--- src/rtl/wtime_pkg.sv ---
// Shared types and helpers for the wait-time calculator: FSM states,
// numerator width derivation and result saturation.
package wtime_pkg;

  typedef enum logic [1:0] {
    S_IDLE,
    S_LOAD,
    S_DIV,
    S_DONE
  } state_t;

  // Bits needed to hold the largest numerator svc*(Pmax+Tmax-1).
  function automatic int nw_calc(input int pw, input int tw, input int svc);
    int max_num;
    max_num = svc * (((1 << pw) - 1) + ((1 << tw) - 1) - 1);
    return (max_num < 2) ? 1 : $clog2(max_num + 1);
  endfunction

  function automatic logic [31:0] sat_q(input logic [31:0] q, input int ww);
    logic [31:0] lim;
    lim = (32'd1 << ww) - 32'd1;
    return (q > lim) ? lim : q;
  endfunction

endpackage

--- src/rtl/wtime_calc_seq_divider.sv ---
// Restoring shift-subtract divider, one quotient bit per cycle for NW cycles.
// The first bit is produced on the start edge; o_quo is valid while o_done=1.
module seq_divider #(
  parameter int NW = 5
) (
  input  logic          clk,
  input  logic          rst,
  input  logic          i_start,
  input  logic [NW-1:0] i_num,
  input  logic [NW-1:0] i_den,
  output logic          o_done,
  output logic [NW-1:0] o_quo
);

  localparam int CW = $clog2(NW + 1);

  logic [NW-1:0] r_rem, r_quo, r_den;
  logic [CW-1:0] r_cnt;
  logic          r_run;

  logic [NW-1:0] w_rem_src, w_quo_src, w_den;
  logic [NW:0]   w_shift, w_diff;
  logic [NW-1:0] w_rem_nxt, w_quo_nxt;
  logic          w_step;

  always_comb begin
    w_rem_src = i_start ? '0 : r_rem;
    w_quo_src = i_start ? i_num : r_quo;
    w_den     = i_start ? i_den : r_den;
    w_shift   = {w_rem_src, w_quo_src[NW-1]};
    w_diff    = w_shift - {1'b0, w_den};
    // Negative trial difference: restore the shifted remainder, quotient bit 0.
    w_rem_nxt = w_diff[NW] ? w_shift[NW-1:0] : w_diff[NW-1:0];
    w_quo_nxt = (w_quo_src << 1) | NW'(!w_diff[NW]);
    w_step    = i_start | (r_run & (r_cnt != '0));
  end

  assign o_done = i_start ? (NW == 1) : (r_run && (r_cnt == CW'(1)));
  assign o_quo  = w_quo_nxt;

  always_ff @(posedge clk) begin
    if (rst) begin
      r_run <= 1'b0;
      r_cnt <= '0;
    end else if (i_start) begin
      r_run <= 1'b1;
      r_cnt <= CW'(NW - 1);
    end else if (r_run) begin
      if (r_cnt <= CW'(1)) begin
        r_run <= 1'b0;
        r_cnt <= '0;
      end else begin
        r_cnt <= r_cnt - CW'(1);
      end
    end
  end

  always_ff @(posedge clk) begin
    if (w_step) begin
      r_rem <= w_rem_nxt;
      r_quo <= w_quo_nxt;
      r_den <= w_den;
    end
  end

endmodule

--- src/rtl/wtime_calc.sv ---
// Wait-time calculator: wtime = floor(SVC*(P+T-1)/T), zero when P or T is 0,
// saturated to WW bits, with a fixed NW+2 cycle latency from start acceptance.
module wtime_calc
  import wtime_pkg::*;
#(
  parameter int PW  = 3,
  parameter int TW  = 2,
  parameter int SVC = 3,
  parameter int WW  = 5
) (
  input  logic          clk,
  input  logic          rst,
  input  logic          start,
  input  logic [PW-1:0] pcount,
  input  logic [TW-1:0] tcount,
  output logic          busy,
  output logic          done,
  output logic [WW-1:0] wtime
);

  localparam int NW = nw_calc(PW, TW, SVC);

  state_t        r_state, w_state_nxt;
  logic [PW-1:0] r_p;
  logic [TW-1:0] r_t;
  logic [NW-1:0] r_num, r_den;
  logic          r_zero;
  logic          r_div_go;
  logic [WW-1:0] r_wtime;

  logic [NW-1:0] w_num;
  logic          w_zero;
  logic          w_div_done;
  logic [NW-1:0] w_quo;

  always_comb begin
    w_num  = NW'(SVC) * (NW'(r_p) + NW'(r_t) - NW'(1));
    w_zero = (r_p == '0) || (r_t == '0);
  end

  always_comb begin
    w_state_nxt = r_state;
    case (r_state)
      S_IDLE:  if (start) w_state_nxt = S_LOAD;
      S_LOAD:  w_state_nxt = S_DIV;
      S_DIV:   if (w_div_done) w_state_nxt = S_DONE;
      S_DONE:  w_state_nxt = S_IDLE;
      default: w_state_nxt = S_IDLE;
    endcase
  end

  always_ff @(posedge clk) begin
    if (rst) begin
      r_state  <= S_IDLE;
      r_div_go <= 1'b0;
      r_wtime  <= '0;
    end else begin
      r_state  <= w_state_nxt;
      r_div_go <= (r_state == S_LOAD);
      if (r_state == S_DIV && w_div_done)
        r_wtime <= r_zero ? '0 : WW'(sat_q(32'(w_quo), WW));
    end
  end

  // Operands are frozen at acceptance; a zero case feeds divisor 1 so the
  // divider still runs its full length and the latency stays constant.
  always_ff @(posedge clk) begin
    if (r_state == S_IDLE && start) begin
      r_p <= pcount;
      r_t <= tcount;
    end
    if (r_state == S_LOAD) begin
      r_zero <= w_zero;
      r_num  <= w_zero ? '0 : w_num;
      r_den  <= w_zero ? NW'(1) : NW'(r_t);
    end
  end

  seq_divider #(.NW(NW)) u_div (
    .clk     (clk),
    .rst     (rst),
    .i_start (r_div_go),
    .i_num   (r_num),
    .i_den   (r_den),
    .o_done  (w_div_done),
    .o_quo   (w_quo)
  );

  assign busy  = (r_state != S_IDLE);
  assign done  = (r_state == S_DONE);
  assign wtime = r_wtime;

endmodule

--- config.mk ---
export PLATFORM = sky130hd
export DESIGN_NAME = wtime_calc
export DESIGN_NICKNAME = d
export VERILOG_FILES = /design/src/rtl/wtime_pkg.sv /design/src/rtl/wtime_calc_seq_divider.sv /design/src/rtl/wtime_calc.sv
export SDC_FILE = /design/constraint.sdc
export NUM_CORES = 1
export LEC_CHECK = 0
export CORE_UTILIZATION = 40
export DETAILED_ROUTE_END_ITERATION = 12
export GPL_TIMING_DRIVEN = 1
export SKIP_LAST_GASP = 1
export SLEW_MARGIN = 40
export SYNTH_ARGS = -nofsm -noshare
export SYNTH_HDL_FRONTEND = slang
export SYNTH_SLANG_ARGS = --single-unit
export TNS_END_PERCENT = 100
--- constraint.sdc ---
create_clock -name clk -period 4.05 [get_ports clk]
set_clock_uncertainty 0.15 [all_clocks]
set_input_delay 0.405 -clock clk [delete_from_list [all_inputs] [get_ports clk]]
set_output_delay 0.405 -clock clk [all_outputs]
set_load 0.02 [all_outputs]
* After elaboration in Yosys (flattened, before gate mapping)
Index checks and enable logic that the tools add are counted.
Word-level totals: bits in registers 43, input port bits 8, output and inout bits 7, word-level logic and storage cells 58
Operators by class: bitwise gates (word level) 3, multipliers 1, reduce and logical (&&, ||, !) cells 13, add/subtract/negate cells 4, order comparisons 1, equality and inequality tests 6, multiplexer cells 15
Operators by type and width (count):
- $mux 5 | 5
- $mux 3 | 3
- $pmux 2 s4 | 1
- $sub 6x5->6 | 1
- $mul 2x5->5 const A | 1
- $or 5x1->5 | 1
- $sub 4x1->5 const B | 1
- $add 3x2->4 | 1
- $eq 2x2->1 const B | 2
- $logic_not 2->1 | 2
- $mux 1 | 4
- $mux 2 | 2
- $ne 2x2->1 const B | 2
- $reduce_bool 2->1 | 2
- $eq 3x1->1 const B | 1
- $le 3x1->1 const B | 1
- $logic_and 1x1->1 | 3
- $logic_not 3->1 | 1
- $reduce_bool 3->1 | 1
- $sub 3x1->3 const B | 1
- $eq 2x1->1 const B | 1
- $reduce_and 2->1 | 1
- $reduce_or 2->1 | 1
- $and 1x1->1 | 1
- other kinds (3) | 3

* Longest topological paths before layout
Gate-level depths: netlist of run 1.
depth after elaboration 5, gate-level depth with buffers 11, depth with buffers taken out 11

* Cells and area by module
Synthesis of run 1 repeated with hierarchy kept, for this count alone.
Second synthesis, totals: cells, all modules 196, area, all modules 2277.2 um^2
By module, submodules not included:
- seq_divider | area each 1176.1 um^2, times used 1, sequential area each 530.5 um^2, cells an instance 99
- wtime_calc | area each 1101.1 um^2, times used 1, sequential area each 550.5 um^2, cells an instance 97

* Least setup slack after synthesis of run 1
No wires, ideal clock.
path type reg2reg, start point register r_div_go, end point register u_div.r_rem[2] (data pin), data arrival time 2568 ps, data required time 3640 ps, stages on the path, launching flop included 11, library setup time 260 ps, path slack 1072 ps, cells stage by stage dfxtp_1 buf_6 dlygate4sd1_1 mux2i_1 ha_1 nor2b_1 o31a_2 mux2i_1 nor2_2 inv_2 mux2_4
On the way: word-level cells in the longest chain between the ends 3
RTL lines:
- start: declaration | line wtime_calc.sv:28 | logic r_div_go;
- start signal: assignment | line wtime_calc.sv:59 | r_div_go <= (r_state == S_LOAD);
- $mux 5, on equally long branches | line wtime_calc_seq_divider.sv:28, wtime_calc_seq_divider.sv:27, wtime_calc_seq_divider.sv:29
- $sub 6x5->6 | line wtime_calc_seq_divider.sv:31 | w_diff = w_shift - {1'b0, w_den};
- $mux 5 (*) | line wtime_calc_seq_divider.sv:33 | w_rem_nxt = w_diff[NW] ? w_shift[NW-1:0] : w_diff[NW-1:0];
- named net u_div.w_rem_nxt[2] | line wtime_calc_seq_divider.sv:23 | logic [NW-1:0] w_rem_nxt, w_quo_nxt;
- end signal: assignment | line wtime_calc_seq_divider.sv:60 | r_rem <= w_rem_nxt;
- end: declaration | line wtime_calc_seq_divider.sv:17 | logic [NW-1:0] r_rem, r_quo, r_den;
The timed path passes the listed nets; every way through them passes the cells marked *. A chain may end at the register's enable or synchronous reset.

* Worst setup path in the final report of run 1
start point register r_div_go, end point register u_div.r_rem[3] (data pin)
Same word-level chain as after synthesis.

==> results of run 1 <==
-- cell type report --
class	count	area, um2
fill	447	2660
sequential	40	1081
multi-input combinational	115	973.4
timing repair buffer	15	147.6
clock buffer	8	121.4
inverter	27	101.3
tap	70	87.58
-- cells by family after synthesis --
group / after synthesis / synth area share [%]
xor gates and xnor gates: 5 / 2.016
and+or+nand+nor: 44 / 11.35
DFF: 40 / 49.77
AOI/OAI and AO/OA: 28 / 8.353
adders and majority gates: 24 / 15.21
muxes: 14 / 7.546
buffers and inverters: 30 / 5.760
-- worst min path at each step --
stage,startpoint,to,cells past startpoint
4_1_cts,wtime[3],wtime[3],2
3_3_place_gp,wtime[3],wtime[3],2
3_5_place_dp,wtime[1],wtime[1],2
5_1_grt,wtime[1],wtime[1],2
2_1_floorplan,rst,r_div_go,1
6_report,wtime[3],wtime[3],2
-- through the flow --
step	cell area [um2]	power, mW	setup slack (ps)
2_1_floorplan	2172	1.342	1072
3_3_place_gp	2384	1.484	1317
3_5_place_dp	2384	1.516	1208
4_1_cts	2505	1.848	1216
5_1_grt	2512	1.980	1004
6_report	2512	1.828	1218
-- layout by cell type (no fill, tap or decap), drive strengths merged, types with 2 or more instances in the layout --
cell	instances
nor3	4
dfxtp	12
xnor2	3
clkdlybuf4s50	14
nand2	10
or3	2
a21oi	12
o21ai	5
mux2i	4
nor2	11
o22a	2
edfxtp	28
a31oi	2
fa	4
clkbuf	8
mux2	10
nand4b	4
nor2b	7
xor2	2
ha	20
and2	2
inv	27
-- power groups by stage --
stage / clock network (mW) / logic (mW) / registers [mW]
finish: 0.324 / 0.823 / 0.681
global route: 0.354 / 0.934 / 0.692
floorplan: 0 / 0.684 / 0.658
detailed placement: 0 / 0.828 / 0.688
global placement: 0 / 0.801 / 0.683
CTS: 0.337 / 0.831 / 0.680
-- per-layer routing --
metal	wire length (um)	up-vias	part of all wire [%]	global-route usage, %
met1	1725	631	49	17.68
met2	1676	24	47	21.33
met5	0	-	0	0
li1	-	681	-	-
met4	8	0	0.23	3.909
met3	131	2	3.7	4.365
-- critical path, delay by kind of cell, from the launching register on --
| family | cells | cell delay (ps) |
|---|---|---|
| AO/OA/AOI/OAI | 1 | 300 |
| flip-flops | 1 | 510 |
| buffers and inverters | 1 | 110 |
| AND/OR/NAND/NOR | 2 | 380 |
| multiplexers | 3 | 850 |
| adder cells (fa/ha/maj) | 1 | 290 |
-- flip-flops by register name (all words and copies together) (netlist names) --
register and flops:
r_den 2, r_div_go 1, r_num 5, r_p 3
r_state 2, r_t 2, r_zero 1, u_div.r_cnt 3
u_div.r_den 5, u_div.r_quo 5, u_div.r_rem 5, u_div.r_run 1
wtime 5
==> results by group, run 1 <==
Run status
  • Outcome: finished, final reports clean

Synthesis
  • Syn Nets: between 200 and 250
  • Mapped Area: 2172 um2
  • Post-synth top flop: edfxtp_1
  • Fraction of registers with async set/reset: 0%
  • Top-area cell type share of the netlist area: slightly below 40%
  • Yosys reg bits: 40
  • Post-synthesis sequential area ratio: 49.77%
  • Number of synthesized flops with an enable pin: 28
  • Cell with the most instances after synthesis: edfxtp_1
  • Post-synthesis cell count: 185
  • Cell taking the most area after synthesis: edfxtp_1
  • Netlist cell types: 39
  • Avg Synthesized Cell Area: about 12 um2
  • Synth warn: 0
  • Area contributors post-synth: edfxtp_1 (39%), ha_1 (12%), dfxtp_1 (11%)
  • Post-synth top cells: edfxtp_1 (28), inv_1 (26), ha_1 (20), a21oi_1 (12), dfxtp_1 (12)

Global route
  • Gr usage total: around 13%
  • Largest net degree at the start of global routing: 16
  • Vias in the first global route: between 1000 and 1500
  • GRT Residual Overflow: 0
  • Initial antenna violation count: 0
  • First-pass GRT wire length: 5658 um

Flow run
  • Max-capacitance violation count: 0

Power and ir drop
  • VDD IR max: about 0.00033 V
  • PwrDens: between 700 and 800 nW/um2
  • Clk pwr share: roughly 18%
  • Sw Share: roughly a third
  • Internal: 1.207 mW
  • Net Sw Power: approximately 0.62 mW
  • Sequential share of power: 37.2%
  • Leak: 1.000 nW
  • Comb power frac: 45.0%

Routing
  • Starting DRT DRC Count: 53
  • Via count: ~1300
  • Routed Antenna Nets: 0
  • Residual DRC: 0
  • Vias per Instance: 4.865
  • Drt total wl: about 3500 um
  • Avg WL per Cell: ~13 um
  • DRT Pass-1 Iters: 4

Critical path
  • Crit-path most repeated cell: mux2i_1
  • Crit path to: u_div.r_rem[3]
  • Critical Path, Cell by Cell: mux2i_1 -> ha_1 -> nor2b_1 -> o31a_2 -> mux2i_1 -> nor2_2 -> inv_2 -> mux2_4
  • Largest stage delay, worst path: between 500 and 600 ps
  • Crit Path Class: reg -> reg
  • Reg2Reg Setup Slack: 1220 ps
  • CP Launch Type: flop
  • Slowest-stage cell, CP: dfxtp_1
  • Worst r2r dst: u_div.r_rem[3]
  • Largest fanout on the critical path: 9
  • Setup crit start: r_div_go
  • Critical Path RT: 3940 ps
  • CP Data Arrival Time: ~2700 ps
  • Worst reg2reg path depth: 8
  • Worst R2R Start: r_div_go
  • Critical path endpoint category: flop

Placement
  • Buffers on Ports: 14
  • HPWL Detailed: 2682 um
  • Placer congestion estimate: between 0.7 and 0.8
  • Placed Cells: 267

Clocking
  • Max Root-Sink Buffers: 2
  • Worst skew pair latency: approximately 280 ps
  • CTS resizes: 0
  • CTS H-tree depth: 2
  • Sinks on Clock Net: 40
  • Root Driver: clkbuf_8
  • Worst-path clk slew: 80 ps
  • Num CTS Buffers: 5
  • CTS tree: yes
  • Post-CTS setup buffers: 0
  • CTS hold repair buffers: 0

Timing
  • Max_slew headroom: 57.04%
  • Max Clk Rate: 353.1 MHz
  • Crit path time final: approximately 2800 ps
  • Final Hold Violating Endpoints: 0
  • Max Transition Viols Final: 0
  • Final setup fails: 0
  • RSZ-0062 raised after global routing: no
  • Hold Slack: 312.5 ps
  • TNS Setup: 0 ps
  • Post-route clock period utilization: between 60% and 70%
  • Worst Tran Pin Value: 642.9 ps

Cells and area
  • Fin cells: 275
  • Share of layout cells above drive strength 1: 12.68%
  • Synthesis-to-layout area growth: 15.67%
  • Layout Utilization: between 40% and 50%
  • Layout Nets: roughly 240
  • Ant. Diodes: 0

Hold path
  • Hold crit path type: reg -> reg

Floorplanning
  • Core footprint: 5172 um2
  • IO Pins: 15
  • Die X: approximately 76 um
  • Die height: ~76 um
  • Die area: between 5000 and 6000 um2
  • Starting Density: 41.99%
  • Row count: 26
No activity file was read; power rests on OpenSTA's default activity.
==> run 2, diff against run 1 <==
- clock period: 4.05 -> 2.4 ns (I/O delays scaled with it)
==> run 2 against run 1 <==
  * Critical path type unchanged
  * Non-clock buffer count rose by 41
  * Via count up 14%
  * Largest cell class unchanged
  * Final cell count is 15% higher
  * Global-route usage grew 3.2 points
  * Count of clock-buffer cells in the layout down 2
  * Die area is the same
  * Flip-flop and latch count is the same
  * Setup slack worse by 1500 ps
  * Power grew 110%
  * Hold slack hardly changed
  * The flow now finishes with violations (setup timing)
==> results by group, run 2 (synthesis results as in run 1) <==
Cells and area
  • Post-Layout Inst Area: 2919 um2 (+16%)
  • Area of the multi-input gates: 1059 um2 (+8.7%)
  • Most frequent cells in the layout: buf_4 (38), edfxtp_1 (28), inv_1 (19), ha_1 (15), clkdlybuf4s50_1 (14)
  • Commonest non-fill, non-tap cell in the layout: buf_4
  • Synthesis-to-layout area growth: 34.39%
  • Fin cells: 316 (+15%)
  • Ant. Diodes: 0 (unchanged)
  • Sequential Area: 1085 um2 (+0.35%)
  • Share of layout cells above drive strength 1: 35.37% (+23 points)
  • Fill cell count: 403 (-9.8%)
  • Layout Nets: 277 (+17%)

Hold path
  • Cell depth of the worst hold path: 2 (unchanged)
  • Hold crit path type: reg -> reg

Placement
  • Post-place instance area: 2577 um2 (+8.1%)
  • Buffers on Ports: 14 (unchanged)
  • HPWL Detailed: 2930 um (+9.2%)
  • Placed Cells: 290 (+8.6%)
  • Placer congestion estimate: 0.8052 (+1.9%)

Power and ir drop
  • Pwr Total: 3.773 mW (+110%)
  • VDD IR max: 0.0006189 V (+88%)
  • Leak: 1.205 nW (+20%)
  • PwrDens: 1293 nW/um2 (+78%)

Clocking
  • Worst skew pair latency: 300 ps (+20 ps)
  • Max Root-Sink Buffers: 2 (unchanged)
  • CTS H-tree depth: 2 (unchanged)
  • Sinks on Clock Net: 40 (unchanged)
  • Worst-path clk slew: 80 ps (about the same)
  • Num CTS Buffers: 5 (unchanged)
  • Root Driver: clkbuf_8
  • CTS tree: yes

Global route
  • GRT Residual Overflow: 0 (unchanged)
  • Vias in the first global route: 1587 (+25%)
  • First-pass GRT wire length: 6955 um (+23%)
  • Initial antenna violation count: 0 (unchanged)
  • Largest net degree at the start of global routing: 16 (unchanged)
  • Gr usage total: 16.64% (+3.2 points)

Critical path
  • Worst reg2reg path depth: 11 (+3)
  • Worst R2R Start: r_t[0]
  • Reg2Reg Setup Slack: -330 ps (-1540 ps)
  • Crit Path Class: reg -> reg
  • CP Launch Type: flop
  • Critical Path RT: 2400 ps (-1540 ps)
  • Largest fanout on the critical path: 2 (-7)
  • CP Data Arrival Time: 2730 ps (about the same)
  • Critical path endpoint category: flop
  • Worst r2r dst: r_num[4]
  • Crit path to: r_num[4]
  • Setup crit start: r_t[0]

Routing
  • Avg WL per Cell: 13.68 um (+6.2%)
  • Residual DRC: 0 (unchanged)
  • DRT Pass-1 Iters: 4 (unchanged)
  • Via count: 1530 (+14%)
  • Vias per Instance: 4.842 (-0.49%)
  • Drt total wl: 4323 um (+22%)
  • Routed Antenna Nets: 0 (unchanged)
  • Starting DRT DRC Count: 46 (-13%)

Floorplanning
  • IO Pins: 15 (unchanged)
  • Core footprint: 5172 um2 (unchanged)
  • Starting Density: 41.99% (unchanged)
  • Row count: 26 (unchanged)
  • Die X: 75.69 um (unchanged)
  • Die area: 5729 um2 (unchanged)
  • Die height: 75.69 um (unchanged)

Timing
  • Max_slew headroom: 65.94% (+8.9 points)
  • Max Clk Rate: 366.9 MHz (+3.9%)
  • Final Hold Violating Endpoints: 0 (unchanged)
  • Worst Tran Pin Value: 509.4 ps (-133.6 ps)
  • Post-route clock period utilization: 113.6% (+44 points)
  • Final setup fails: 7 (+7)
  • RSZ-0062 raised after global routing: yes
  • PnR worst setup slack: -325.8 ps (-1544 ps)
  • Max Transition Viols Final: 0 (unchanged)
  • Crit path time final: 2726 ps (-106.3 ps)

Run status
  • Failing checks: setup timing
  • Outcome: finished, violations left

Flow run
  • Max-capacitance violation count: 0 (unchanged)
==> run 2: changes by cell type in the layout (fill, tap and decap cells not counted), moves of 3 or more <==
| cell | change |
|---|---|
| buf_4 | +37 |
| ha_2 | +3 |
| inv_2 | +6 |
| ha_1 | -5 |
| inv_1 | -7 |
| buf_6 | +3 |
==> run 2: how the worst min path moves through the flow <==
stage	from	to
final	wtime[2]	wtime[2]
after detailed placement	wtime[2]	wtime[2]
after global placement	wtime[2]	wtime[2]
after floorplan	rst	r_div_go
after CTS	wtime[2]	wtime[2]
after global routing	wtime[4]	wtime[4]
==> run 2: critical path, cell delays in order (launching register included) <==
cell and delay, ps:
edfxtp_1 420, inv_2 80, ha_2 180, inv_1 70, ha_4 170, inv_2 70
fa_1 440, ha_1 310, a21oi_2 130, nor2_1 60, or3_1 360, a21oi_1 150
==> run 2: through the flow <==
stage | hold WS [ps] | util, % | setup WS [ps] | setup TNS (ps)
floorplan | 154.2 | - | -203.4 | -984.9
global placement | 293.2 | 49.83 | -248.4 | -1048
detailed placement | 298.7 | 49.83 | -346.8 | -1304
CTS | 310.2 | 55.01 | -306.3 | -1716
global route | 335.5 | 56.43 | -413.4 | -1670
finish | 312.3 | 56.43 | -325.8 | -974.0
==> run 2: metal layers <==
| layer | track usage, % | part of all wire [%] | vias up |
|---|---|---|---|
| met5 | 0 | 0 | - |
| met4 | 6.790 | 2.4 | 0 |
| met3 | 3.836 | 2.6 | 10 |
| met2 | 30.46 | 52 | 24 |
| met1 | 18.61 | 43 | 737 |
| li1 | - | - | 759 |
==> run 2: final cells by class <==
cell class	instances	area share [%]
tap	70	3.000
multi-input combinational	115	36.26
clock inverter	2	0.3858
sequential	40	37.16
inverter	27	3.558
clock buffer	6	3.215
timing repair buffer	56	16.42
==> run 2: what timing repair did <==
action,4_1_cts,5_1_grt
pin swaps,6,15
hold buffers,0,0
resized for setup,8,19
setup buffers,20,6
endpoints found under the setup margin,9,12
==> run 2: where the power goes <==
part	switching, mW	internal [mW]	leakage [nW]	total (mW)
sequential	0.103	1.05	0.359	1.15
clock	0.244	0.267	0.0566	0.510
combinational	0.941	1.17	0.789	2.11
==> run 3, diff against run 2 <==
- CORE_ASPECT_RATIO: not set -> 0.75
==> run 3 against run 2 <==
  * The flow still finishes with violations (setup timing)
  * Highest routed layer unchanged
  * Critical endpoint unchanged
  * Setup slack better by 55 ps
  * First-iteration DRC count increased by 50%
  * Maximum frequency grew 2.0%
==> results by group, run 3 (synthesis results as in run 1) <==
Global route
  • Initial antenna violation count: 0 (unchanged)
  • Vias in the first global route: 1500 (-5.5%)
  • First-pass GRT wire length: 6879 um (-1.1%)
  • Gr usage total: 16.20% (-0.44 points)
  • GRT Residual Overflow: 0 (unchanged)
  • Largest net degree at the start of global routing: 14 (-2)

Clocking
  • CTS H-tree depth: 2 (unchanged)
  • Num CTS Buffers: 5 (unchanged)
  • Root Driver: clkbuf_8
  • Worst skew pair latency: 290 ps (about the same)
  • CTS hold repair buffers: 0 (unchanged)
  • Worst-path clk slew: 80 ps (about the same)
  • Max Root-Sink Buffers: 2 (unchanged)
  • CTS tree: yes
  • Sinks on Clock Net: 40 (unchanged)

Placement
  • Post-place instance area: 2542 um2 (-1.4%)
  • Placer congestion estimate: 0.7776 (-3.4%)
  • HPWL Detailed: 2959 um (+1.0%)
  • Buffers on Ports: 14 (unchanged)

Routing
  • Residual DRC: 0 (unchanged)
  • Starting DRT DRC Count: 69 (+50%)
  • Drt total wl: 4040 um (-6.5%)
  • Avg WL per Cell: 13.51 um (-1.2%)
  • Routed Antenna Nets: 0 (unchanged)
  • DRT Pass-1 Iters: 4 (unchanged)
  • Vias per Instance: 4.766 (-1.6%)
  • Via count: 1425 (-6.9%)

Critical path
  • Largest fanout on the critical path: 2 (unchanged)
  • Critical path endpoint category: flop
  • Critical Path RT: 2410 ps (about the same)
  • Critical Path, Cell by Cell: inv_2 -> ha_4 -> inv_4 -> ha_4 -> inv_4 -> fa_2 -> ha_4 -> a21oi_2 -> nor2_1 -> or3_4 -> a21oi_2
  • Slowest-stage cell, CP: fa_2
  • Largest stage delay, worst path: 570 ps (+130 ps)
  • CP Launch Type: flop
  • Crit Path Class: reg -> reg
  • CP Data Arrival Time: 2680 ps (-50 ps)
  • Cell family with most CP delay: adder cells
  • Worst Path Buf+Inv: 3 (unchanged)
  • Crit-path most repeated cell: ha_4

Run status
  • Failing checks: setup timing
  • Outcome: finished, violations left

Cells and area
  • Post-Layout Inst Area: 2796 um2 (-4.2%)
  • Share of layout cells above drive strength 1: 33.04% (-2.3 points)
  • Layout Nets: 258 (-6.9%)
  • Synthesis-to-layout area growth: 28.74%
  • Ant. Diodes: 0 (unchanged)
  • Commonest non-fill, non-tap cell in the layout: edfxtp_1
  • Most frequent cells in the layout: edfxtp_1 (28), buf_4 (21), inv_1 (19), clkdlybuf4s50_1 (14), ha_1 (13)

Power and ir drop
  • Pwr Total: 3.613 mW (-4.2%)
  • VDD IR max: 0.0006323 V (+2.2%)
  • Leak: 1.107 nW (-8.1%)
  • PwrDens: 1292 nW/um2 (about the same)

Timing
  • PnR worst setup slack: -271.2 ps (+54.63 ps)
  • Max Transition Viols Final: 0 (unchanged)
  • RSZ-0062 raised after global routing: yes
  • Max_slew headroom: 66.64% (+0.70 points)
  • Post-route clock period utilization: 111.3% (-2.3 points)
  • Final Hold Violating Endpoints: 0 (unchanged)
  • Worst Tran Pin Value: 498.9 ps (-10.48 ps)
  • Max Clk Rate: 374.4 MHz (+2.0%)
  • Crit path time final: 2671 ps (-54.63 ps)
  • Final setup fails: 6 (-1)

Floorplanning
  • Row count: 22 (-15%)
  • Die area: 5732 um2 (about the same)
  • Die height: 65.82 um (-13%)
  • IO Pins: 15 (unchanged)
  • Starting Density: 42.89% (+0.89 points)
  • Die X: 87.09 um (+15%)
  • Core footprint: 5065 um2 (-2.1%)

Hold path
  • Hold crit path type: reg -> reg

Flow run
  • Max-capacitance violation count: 0 (unchanged)
run 3: timing repair:
action                     CTS  global route
resized for setup           14            21
setup endpoints to repair    7            10
pin swaps                   12            12
buffers inserted             6             2
cloned                       0             0
run 3: worst min-delay path: stages (launching register included):
cell	delay [ps]
dfxtp_1	310
nand2_1	50
a21oi_1	50
run 3: path summary, 6_finish.rpt:
check / slack, ps / startpoint / end / cells past startpoint
setup / recovery: -270 / r_p[1] / r_num[4] / 11
hold / removal: 310 / wtime[3] / wtime[3] / 2
setup reg to reg: -270 / r_p[1] / r_num[4] / 11
hold reg to reg: 310 / wtime[3] / wtime[3] / 2
run 3: power breakdown:
group          total [mW]  switching [mW]  internal (mW)
logic                2.02           0.937           1.08
registers            1.15          0.0999           1.05
clock network       0.449           0.219          0.230
total                3.61            1.26           2.36
run 3: stage by stage:
| stage | hold slack [ps] | cells | TNS [ps] | utilization [%] | setup slack, ps |
|---|---|---|---|---|---|
| finish | 309.3 | 299 | -917.5 | 55.21 | -271.2 |
| global route | 343.9 | 299 | -1323 | 55.21 | -331.9 |
| CTS | 312.7 | 301 | -792.1 | 53.95 | -290.5 |
| detailed placement | 299.5 | 287 | -1108 | 50.20 | -378.5 |
| global placement | 297.7 | 287 | -634.8 | 50.20 | -251.5 |
| floorplan | 154.2 | 185 | -984.9 | - | -203.4 |
run 3: routing by layer:
metal	wire, um	vias up	part of all wire [%]	GRT usage, %
met5	0	-	0	0
met4	32	0	0.79	5.533
met3	126	4	3.1	4.245
met2	1825	20	45	25.69
met1	2056	680	51	21.60
li1	-	721	-	-
run 3: area by class of cell:
cell class / count / area [um2]
Clock buffer: 7 / 86.33
Timing Repair Buffer: 37 / 320.3
Tap cell: 72 / 90.09
Multi-Input combinational cell: 115 / 1105
Sequential cell: 40 / 1085
Fill cell: 433 / 2268
Inverter: 27 / 106.4
Clock inverter: 1 / 3.754
